**config.mk**
```make
export PLATFORM = sky130hd
export DESIGN_NAME = div_share_arbiter_flat
export DESIGN_NICKNAME = d
export VERILOG_FILES = /design/src/rtl/div_share_arbiter_if.sv /design/src/rtl/div_share_arbiter.sv /design/src/flat_wrapper.sv
export SDC_FILE = /design/constraint.sdc
export NUM_CORES = 1
export LEC_CHECK = 0
export CAP_MARGIN = 20
export CELL_PAD_IN_SITES_DETAIL_PLACEMENT = 0
export CELL_PAD_IN_SITES_GLOBAL_PLACEMENT = 1
export CORE_UTILIZATION = 28
export DETAILED_ROUTE_END_ITERATION = 8
export PLACE_DENSITY = 0.88
export SYNTH_ARGS = -nofsm -noshare
export SYNTH_HDL_FRONTEND = slang
export SYNTH_SLANG_ARGS = --single-unit
```
**constraint.sdc**
```tcl
create_clock -name clock -period 2.4 [get_ports clock]
set_input_delay 0.6 -clock clock [delete_from_list [all_inputs] [get_ports clock]]
set_output_delay 0.6 -clock clock [all_outputs]
set_load 0.05 [all_outputs]
```
**src/rtl/div_share_arbiter_if.sv**
```systemverilog
// Bundle of requester-side and divider-side signals for div_share_arbiter.
// The arbiter connects through modport slave; the environment drives modport master.
interface div_share_arbiter_if;
    logic [1:0]  req_i;
    logic [31:0] a0_i;
    logic [31:0] a1_i;
    logic [15:0] b0_i;
    logic [15:0] b1_i;
    logic [1:0]  ack_o;
    logic        rsp_valid_o;
    logic        rsp_id_o;
    logic [31:0] rsp_q_o;
    logic [15:0] rsp_r_o;
    logic        rsp_dz_o;
    logic        busy_o;
    logic [31:0] div_a_o;
    logic [15:0] div_b_o;
    logic        div_start_o;
    logic [31:0] div_q_i;
    logic [15:0] div_r_i;
    logic        div_ready_i;
    logic        div_busy_i;

    modport slave (
        input  req_i, a0_i, a1_i, b0_i, b1_i,
        input  div_q_i, div_r_i, div_ready_i, div_busy_i,
        output ack_o, rsp_valid_o, rsp_id_o, rsp_q_o, rsp_r_o, rsp_dz_o, busy_o,
        output div_a_o, div_b_o, div_start_o
    );

    modport master (
        output req_i, a0_i, a1_i, b0_i, b1_i,
        output div_q_i, div_r_i, div_ready_i, div_busy_i,
        input  ack_o, rsp_valid_o, rsp_id_o, rsp_q_o, rsp_r_o, rsp_dz_o, busy_o,
        input  div_a_o, div_b_o, div_start_o
    );
endinterface

```
**src/rtl/div_share_arbiter.sv**
```systemverilog
// Round-robin two-port sequencer in front of one shared 32/16 divider.
// Optional macro DIV_ZERO_BYPASS_EN answers zero divisors without using the divider.
module div_share_arbiter (
    input  logic               clock,
    input  logic               resetn,
    div_share_arbiter_if.slave bus
);
    typedef enum logic [1:0] {StIdle, StLaunch, StWait, StResp} state_e;

    state_e      r_state;
    state_e      w_state_nxt;
    logic        r_last_grant;
    logic        r_id;
    logic [31:0] r_op_a;
    logic [15:0] r_op_b;
    logic [31:0] r_q;
    logic [15:0] r_r;
    logic        w_win;
    logic        w_grant;
    logic        w_bypass;
    logic [31:0] w_sel_a;
    logic [15:0] w_sel_b;
`ifdef DIV_ZERO_BYPASS_EN
    logic        r_dz;
`endif

    // Contention goes to the requester not granted last.
    always_comb begin
        w_win = ~r_last_grant;
        case (bus.req_i)
            2'b01:   w_win = 1'b0;
            2'b10:   w_win = 1'b1;
            default: w_win = ~r_last_grant;
        endcase
        w_grant = (r_state == StIdle) && (bus.req_i != 2'b00);
        w_sel_a = w_win ? bus.a1_i : bus.a0_i;
        w_sel_b = w_win ? bus.b1_i : bus.b0_i;
`ifdef DIV_ZERO_BYPASS_EN
        w_bypass = (w_sel_b == 16'd0);
`else
        w_bypass = 1'b0;
`endif
    end

    always_comb begin
        w_state_nxt     = r_state;
        bus.ack_o       = 2'b00;
        bus.div_start_o = 1'b0;
        bus.rsp_valid_o = 1'b0;
        bus.busy_o      = (r_state != StIdle);
        case (r_state)
            StIdle: begin
                if (w_grant) begin
                    bus.ack_o   = w_win ? 2'b10 : 2'b01;
                    w_state_nxt = w_bypass ? StResp : StLaunch;
                end
            end
            StLaunch: begin
                bus.div_start_o = 1'b1;
                w_state_nxt     = StWait;
            end
            StWait: begin
                if (bus.div_ready_i) begin
                    w_state_nxt = StResp;
                end
            end
            StResp: begin
                bus.rsp_valid_o = 1'b1;
                w_state_nxt     = StIdle;
            end
            default: w_state_nxt = StIdle;
        endcase
    end

    always_ff @(posedge clock or negedge resetn) begin
        if (!resetn) begin
            r_state      <= StIdle;
            r_last_grant <= 1'b1;
            r_id         <= 1'b0;
            r_op_a       <= '0;
            r_op_b       <= '0;
            r_q          <= '0;
            r_r          <= '0;
`ifdef DIV_ZERO_BYPASS_EN
            r_dz         <= 1'b0;
`endif
        end else begin
            r_state <= w_state_nxt;
            if (w_grant) begin
                r_last_grant <= w_win;
                r_id         <= w_win;
                r_op_a       <= w_sel_a;
                r_op_b       <= w_sel_b;
`ifdef DIV_ZERO_BYPASS_EN
                if (w_bypass) begin
                    r_q  <= '1;
                    r_r  <= w_sel_a[15:0];
                    r_dz <= 1'b1;
                end
`endif
            end
            if ((r_state == StWait) && bus.div_ready_i) begin
                r_q  <= bus.div_q_i;
                r_r  <= bus.div_r_i;
`ifdef DIV_ZERO_BYPASS_EN
                r_dz <= 1'b0;
`endif
            end
        end
    end

    assign bus.rsp_id_o = r_id;
    assign bus.rsp_q_o  = r_q;
    assign bus.rsp_r_o  = r_r;
    assign bus.div_a_o  = r_op_a;
    assign bus.div_b_o  = r_op_b;
`ifdef DIV_ZERO_BYPASS_EN
    assign bus.rsp_dz_o = r_dz;
`else
    assign bus.rsp_dz_o = 1'b0;
`endif
endmodule
```
**src/flat_wrapper.sv**
```systemverilog
// flat-port wrapper written by rule: the top's interface ports become plain ports
module div_share_arbiter_flat 
  (clock, resetn, bus_req_i, bus_a0_i, bus_a1_i, bus_b0_i, bus_b1_i, bus_div_q_i, bus_div_r_i, bus_div_ready_i, bus_div_busy_i, bus_ack_o, bus_rsp_valid_o, bus_rsp_id_o, bus_rsp_q_o, bus_rsp_r_o, bus_rsp_dz_o, bus_busy_o, bus_div_a_o, bus_div_b_o, bus_div_start_o);
  div_share_arbiter_if bus_i ();
  input  logic clock;
  input  logic resetn;
  input wire logic [$bits(bus_i.req_i)-1:0] bus_req_i;
  input wire logic [$bits(bus_i.a0_i)-1:0] bus_a0_i;
  input wire logic [$bits(bus_i.a1_i)-1:0] bus_a1_i;
  input wire logic [$bits(bus_i.b0_i)-1:0] bus_b0_i;
  input wire logic [$bits(bus_i.b1_i)-1:0] bus_b1_i;
  input wire logic [$bits(bus_i.div_q_i)-1:0] bus_div_q_i;
  input wire logic [$bits(bus_i.div_r_i)-1:0] bus_div_r_i;
  input wire logic [$bits(bus_i.div_ready_i)-1:0] bus_div_ready_i;
  input wire logic [$bits(bus_i.div_busy_i)-1:0] bus_div_busy_i;
  output wire logic [$bits(bus_i.ack_o)-1:0] bus_ack_o;
  output wire logic [$bits(bus_i.rsp_valid_o)-1:0] bus_rsp_valid_o;
  output wire logic [$bits(bus_i.rsp_id_o)-1:0] bus_rsp_id_o;
  output wire logic [$bits(bus_i.rsp_q_o)-1:0] bus_rsp_q_o;
  output wire logic [$bits(bus_i.rsp_r_o)-1:0] bus_rsp_r_o;
  output wire logic [$bits(bus_i.rsp_dz_o)-1:0] bus_rsp_dz_o;
  output wire logic [$bits(bus_i.busy_o)-1:0] bus_busy_o;
  output wire logic [$bits(bus_i.div_a_o)-1:0] bus_div_a_o;
  output wire logic [$bits(bus_i.div_b_o)-1:0] bus_div_b_o;
  output wire logic [$bits(bus_i.div_start_o)-1:0] bus_div_start_o;
  assign bus_i.req_i = bus_req_i;
  assign bus_i.a0_i = bus_a0_i;
  assign bus_i.a1_i = bus_a1_i;
  assign bus_i.b0_i = bus_b0_i;
  assign bus_i.b1_i = bus_b1_i;
  assign bus_i.div_q_i = bus_div_q_i;
  assign bus_i.div_r_i = bus_div_r_i;
  assign bus_i.div_ready_i = bus_div_ready_i;
  assign bus_i.div_busy_i = bus_div_busy_i;
  assign bus_ack_o = bus_i.ack_o;
  assign bus_rsp_valid_o = bus_i.rsp_valid_o;
  assign bus_rsp_id_o = bus_i.rsp_id_o;
  assign bus_rsp_q_o = bus_i.rsp_q_o;
  assign bus_rsp_r_o = bus_i.rsp_r_o;
  assign bus_rsp_dz_o = bus_i.rsp_dz_o;
  assign bus_busy_o = bus_i.busy_o;
  assign bus_div_a_o = bus_i.div_a_o;
  assign bus_div_b_o = bus_i.div_b_o;
  assign bus_div_start_o = bus_i.div_start_o;
  div_share_arbiter u_core (.clock(clock), .resetn(resetn), .bus(bus_i));
endmodule
```
* Word-level counts from Yosys, hierarchy flattened
Index checks and enable logic that the tools add are counted.
W data, S select, Z words.
** Storage, ports and cells
- Output and inout bits :: 103
- Register bits :: 100
- Input bits :: 150
- Word-level logic and storage cells :: 32
** Cells by class
- Reduce and logical (&&, ||, !) cells :: 6
- Muxes and demuxes :: 11
- Bitwise operators :: 1
- Eq/ne operators :: 7
** Operator list (count)
- $mux W32 :: 1
- $mux W16 :: 1
- $mux W2 :: 5
- $pmux W2 S4 :: 1
- $eq A2 B2 Y1 const B :: 3
- $eq A2 B1 Y1 const B :: 2
- $reduce_bool A2 Y1 :: 2
- $logic_and A1 B1 Y1 :: 2
- $logic_not A2 Y1 :: 1
- $mux W1 :: 2
- $ne A2 B1 Y1 const B :: 1
- $ne A2 B2 Y1 const B :: 1
- $pmux W1 S2 :: 1
- $reduce_and A2 Y1 :: 1
- $not A1 Y1 :: 1

* Depth between registers and ports, before layout
- Depth after elaboration :: 5
- Depth in mapped cells :: 8

* Worst setup path before layout
No wires, ideal clock.
- Kind :: input port to output port
- Start point :: input port bus_req_i[0]
- End point :: output port bus_ack_o[1]
- Arrival time :: 2.356 ns
- Stages :: 7
- Data required time :: 1.800 ns
- Setup slack :: -0.556 ns
- Cells stage by stage :: inv_1 > ha_1 > or2_1 > buf_2 > buf_6 > buf_6 > a21oi_1
** Between the ends
- Longest elaborated chain between the ends :: 5
- Elaborated cells between the ends (all ways) :: 8
- Those cells by class :: eq/ne: 2; mux: 4; reduce/logical: 2
** Ends and longest elaborated chain
- start, declared :: line flat_wrapper.sv:7 : input wire logic [$bits(bus_i.req_i)-1:0] bus_req_i;
- $eq A2 B2 Y1 / $eq A2 B1 Y1 (equally long branches) :: line div_share_arbiter.sv:30 : case (bus.req_i)
- $pmux W1 S2 :: line div_share_arbiter.sv:30
- $mux W2 :: line div_share_arbiter.sv:54 : bus.ack_o = w_win ? 2'b10 : 2'b01;
- $mux W2 (*) :: line div_share_arbiter.sv:53 : if (w_grant) begin
- $mux W2 (*) :: line div_share_arbiter.sv:51 : case (r_state)
- end, declared :: line flat_wrapper.sv:16 : output wire logic [$bits(bus_i.ack_o)-1:0] bus_ack_o;
Every way passes the cells marked *; elsewhere a longest branch is shown, timed or not.

* Worst setup path in the final report
Ends and elaborated chain as after synthesis.

==> impl_metrics.json <==
{
  "status": "finished, final reports clean",
  "p_leak_nw": 3.04,
  "grt_pass1_vias": 4113,
  "relSlewSlack": 0.636,
  "n_fill_cell": 1409,
  "cp-start-kind": "primary input",
  "worstPathArrival_ns": 1.75,
  "grt_usage": 0.166,
  "synth_fp_nets": 573,
  "drv_cap": 0,
  "ys_ff_latch": 100,
  "rsz0062_at_grt": "yes",
  "synth.area.top_cells": "dfrtp_1 (56%), mux2_2 (12%), a31oi_1 (6.9%), nand3_1 (5.4%), o21ai_0 (4.4%)",
  "synth_top_family_by_area": "compound AO/OA/AOI/OAI gates",
  "slowest_stage": "ha_4",
  "numPlacedInstances": 852,
  "vias": 4077,
  "skew_ns": 0.00552,
  "via_per_inst": 4.68,
  "final_common_cell": "clkdlybuf4s50_1",
  "tightest_slew_ns": 0.544,
  "wire_per_inst_um": 15.4,
  "syn_area_mm2": 0.00444,
  "drt_iter0_markers": 166,
  "die_area_mm2": 0.0164,
  "setup_slack_ns": 0.0464,
  "slew_violations": 0,
  "power.density_mw_per_mm2": 1540,
  "end_kind": "output pin",
  "grt_pass1_wl_um": 21100,
  "crit_path_max_fanout": 6,
  "setup_viol": 0,
  "cts_inserted_buffers": 9,
  "ir_drop_v": 0.000845,
  "synth_mux_area_frac": 0.122,
  "gp_congestion": 0.759,
  "crit_chain": "clkdlybuf4s15_2 > clkinvlp_4 > ha_4 > buf_4 > nand2_2 > a21oi_4 > buf_12",
  "row_count": 45,
  "ys_warn_count": 0,
  "r2r-end": "u_core.r_last_grant$_DFFE_PN1N_",
  "r2r_start": "u_core.r_state[1]$_DFFE_PN0P_",
  "die_h_um": 128,
  "tns_ns": 0,
  "fin_util": 0.493,
  "antenna_found_initial": 1,
  "synthDistinctLibCells": 23,
  "synth_simple_gate_area_frac": 0.110,
  "drtAntennaViolNets": 0,
  "dp_hpwl_um": 9870,
  "final_layout_size_suffix_gt1_frac": 0.155,
  "first_pass_iters": 4,
  "cts_max_level": 3,
  "final_cells": 872,
  "critPathMaxStageDelay_ns": 0.32,
  "io_buffers": 250,
  "required_ns": 1.80,
  "layout.nets": 813,
  "grt_start_max_net_pins": 65,
  "ys_seq_area_frac": 0.563,
  "cts_tree": "yes",
  "synth_top_area_frac": 0.557,
  "totalWireLength_um": 13500,
  "fin_crit_ns": 2.35,
  "core_region_area_mm2": 0.0154,
  "grt-ovfl-total": 0,
  "cts_root_buf": "clkbuf_16",
  "synth_cells": 415,
  "post-place-ws_ns": -0.358,
  "layout_common_cells": "clkdlybuf4s50_1 (243), dfrtp_1 (99), nor2_1 (50)",
  "route.detailed.drc": 0,
  "worstRegToRegCells": 7,
  "clockBufferDepth": 2,
  "hp-class": "in -> async",
  "syn_to_final_growth_pct": 70.5,
  "clock_latency_ns": 0.34,
  "synth_compound_area_frac": 0.133,
  "r2r_slack_ns": 0.42,
  "synth_xor_area_frac": 0,
  "cts_num_sinks": 100,
  "fmax_ghz": 0.425,
  "finalHoldViolations": 0,
  "finalCritPeriodShare": 0.981,
  "avgSynthCellArea_um2": 10.7,
  "pin_count": 253,
  "synthAdderAreaFrac": 0.0225,
  "yosys.area.top_type": "dfrtp_1",
  "start_util": 0.289,
  "clkTransAtPathRegs_ns": 0.07,
  "power_mw": 11.7,
  "crit_type": "in -> out",
  "die_w_um": 128
}
-- synth_stat cells --
master / count
conb_1: 1
nand3_1: 48
inv_1: 5
or2_1: 1
o21ai_1: 9
buf_1: 2
buf_6: 2
clkbuf_1: 11
nand2_1: 5
nor2b_1: 2
o21ai_0: 39
and2_1: 1
dfstp_2: 1
ha_1: 8
mux2_2: 48
nand2b_1: 2
a31o_2: 1
dfrtp_1: 99
buf_4: 5
a31oi_1: 49
buf_2: 18
a21oi_1: 7
nor2_1: 51
-- power by group --
part           switching (mW)  leakage [nW]  internal, mW
registers               0.458          1.15          2.56
clock network           0.675         0.148         0.824
logic                    4.57          1.74          2.57
-- sequential cells by signal, indices dropped and copies added (netlist names) --
signal	flops
u_core.bus.rsp_r_o	16
u_core.r_last_grant	1
u_core.bus.div_b_o	16
u_core.r_state	2
u_core.bus.rsp_q_o	32
u_core.bus.div_a_o	32
u_core.bus.rsp_id_o	1
-- what timing repair did --
action,4_1_cts,5_1_grt
hold buffers,0,0
pin swaps,3,2
resized for setup,7,2
cloned,0,0
setup endpoints to repair,2,2
setup buffers,3,1
-- critical path: cells and delay by family --
kind / cells / cell delay [ns]
buffers and inverters: 4 / 0.56
adder cells (fa/ha/maj): 1 / 0.32
AO/OA/AOI/OAI: 1 / 0.18
AND/OR/NAND/NOR: 1 / 0.07
-- metal layers --
metal / GRT usage / up-vias / wire length (um)
met2: 0.288 / 214 / 6370
met5: 0 / - / 0
met3: 0.0484 / 15 / 1270
li1: - / 1956 / -
met4: 0.0588 / 0 / 199
met1: 0.195 / 1892 / 5630
-- through the flow --
| stage | hold WS, ns | area [um^2] |
|---|---|---|
| after floorplan | 0.304 | 4480 |
| after global placement | 0.486 | 7230 |
| after detailed placement | 0.492 | 7230 |
| after CTS | 0.198 | 7560 |
| after global routing | 0.208 | 7580 |
| final | 0.189 | 7580 |
-- worst max path at each step --
stage	to	slack, ns	startpoint
2_1_floorplan	bus_ack_o[1]	-0.05	bus_req_i[0]
3_3_place_gp	bus_ack_o[1]	-0.33	bus_req_i[0]
3_5_place_dp	bus_ack_o[1]	-0.36	bus_req_i[0]
4_1_cts	bus_ack_o[1]	0.01	u_core.r_state[1]$_DFFE_PN0P_
5_1_grt	bus_ack_o[1]	-0.01	bus_req_i[0]
6_report	bus_ack_o[1]	0.05	bus_req_i[0]
-- final cells by class --
class / count / area [um^2] / share of cell area
well taps: 211 / 264 / 0.0348
clock inverters: 7 / 80.1 / 0.0106
diodes: 1 / 2.50 / 0.000330
clock buffers: 9 / 225 / 0.0297
flip-flops and latches: 100 / 2500 / 0.330
inverters: 5 / 22.5 / 0.00297
multi-input cells: 272 / 1790 / 0.236
repair buffers: 267 / 2690 / 0.355
-- cell families (layout without fill, tap and decap cells) --
| group | after synthesis | after routing |
|---|---|---|
| muxes | 48 | 48 |
| adders and majority gates | 8 | 8 |
| AOI/OAI and AO/OA | 105 | 105 |
| DFF | 100 | 100 |
| other | 1 | 2 |
| buffers and inverters | 43 | 288 |
| and+or+nand+nor | 110 | 110 |
Note: power is estimated with default switching activity, not from simulation.
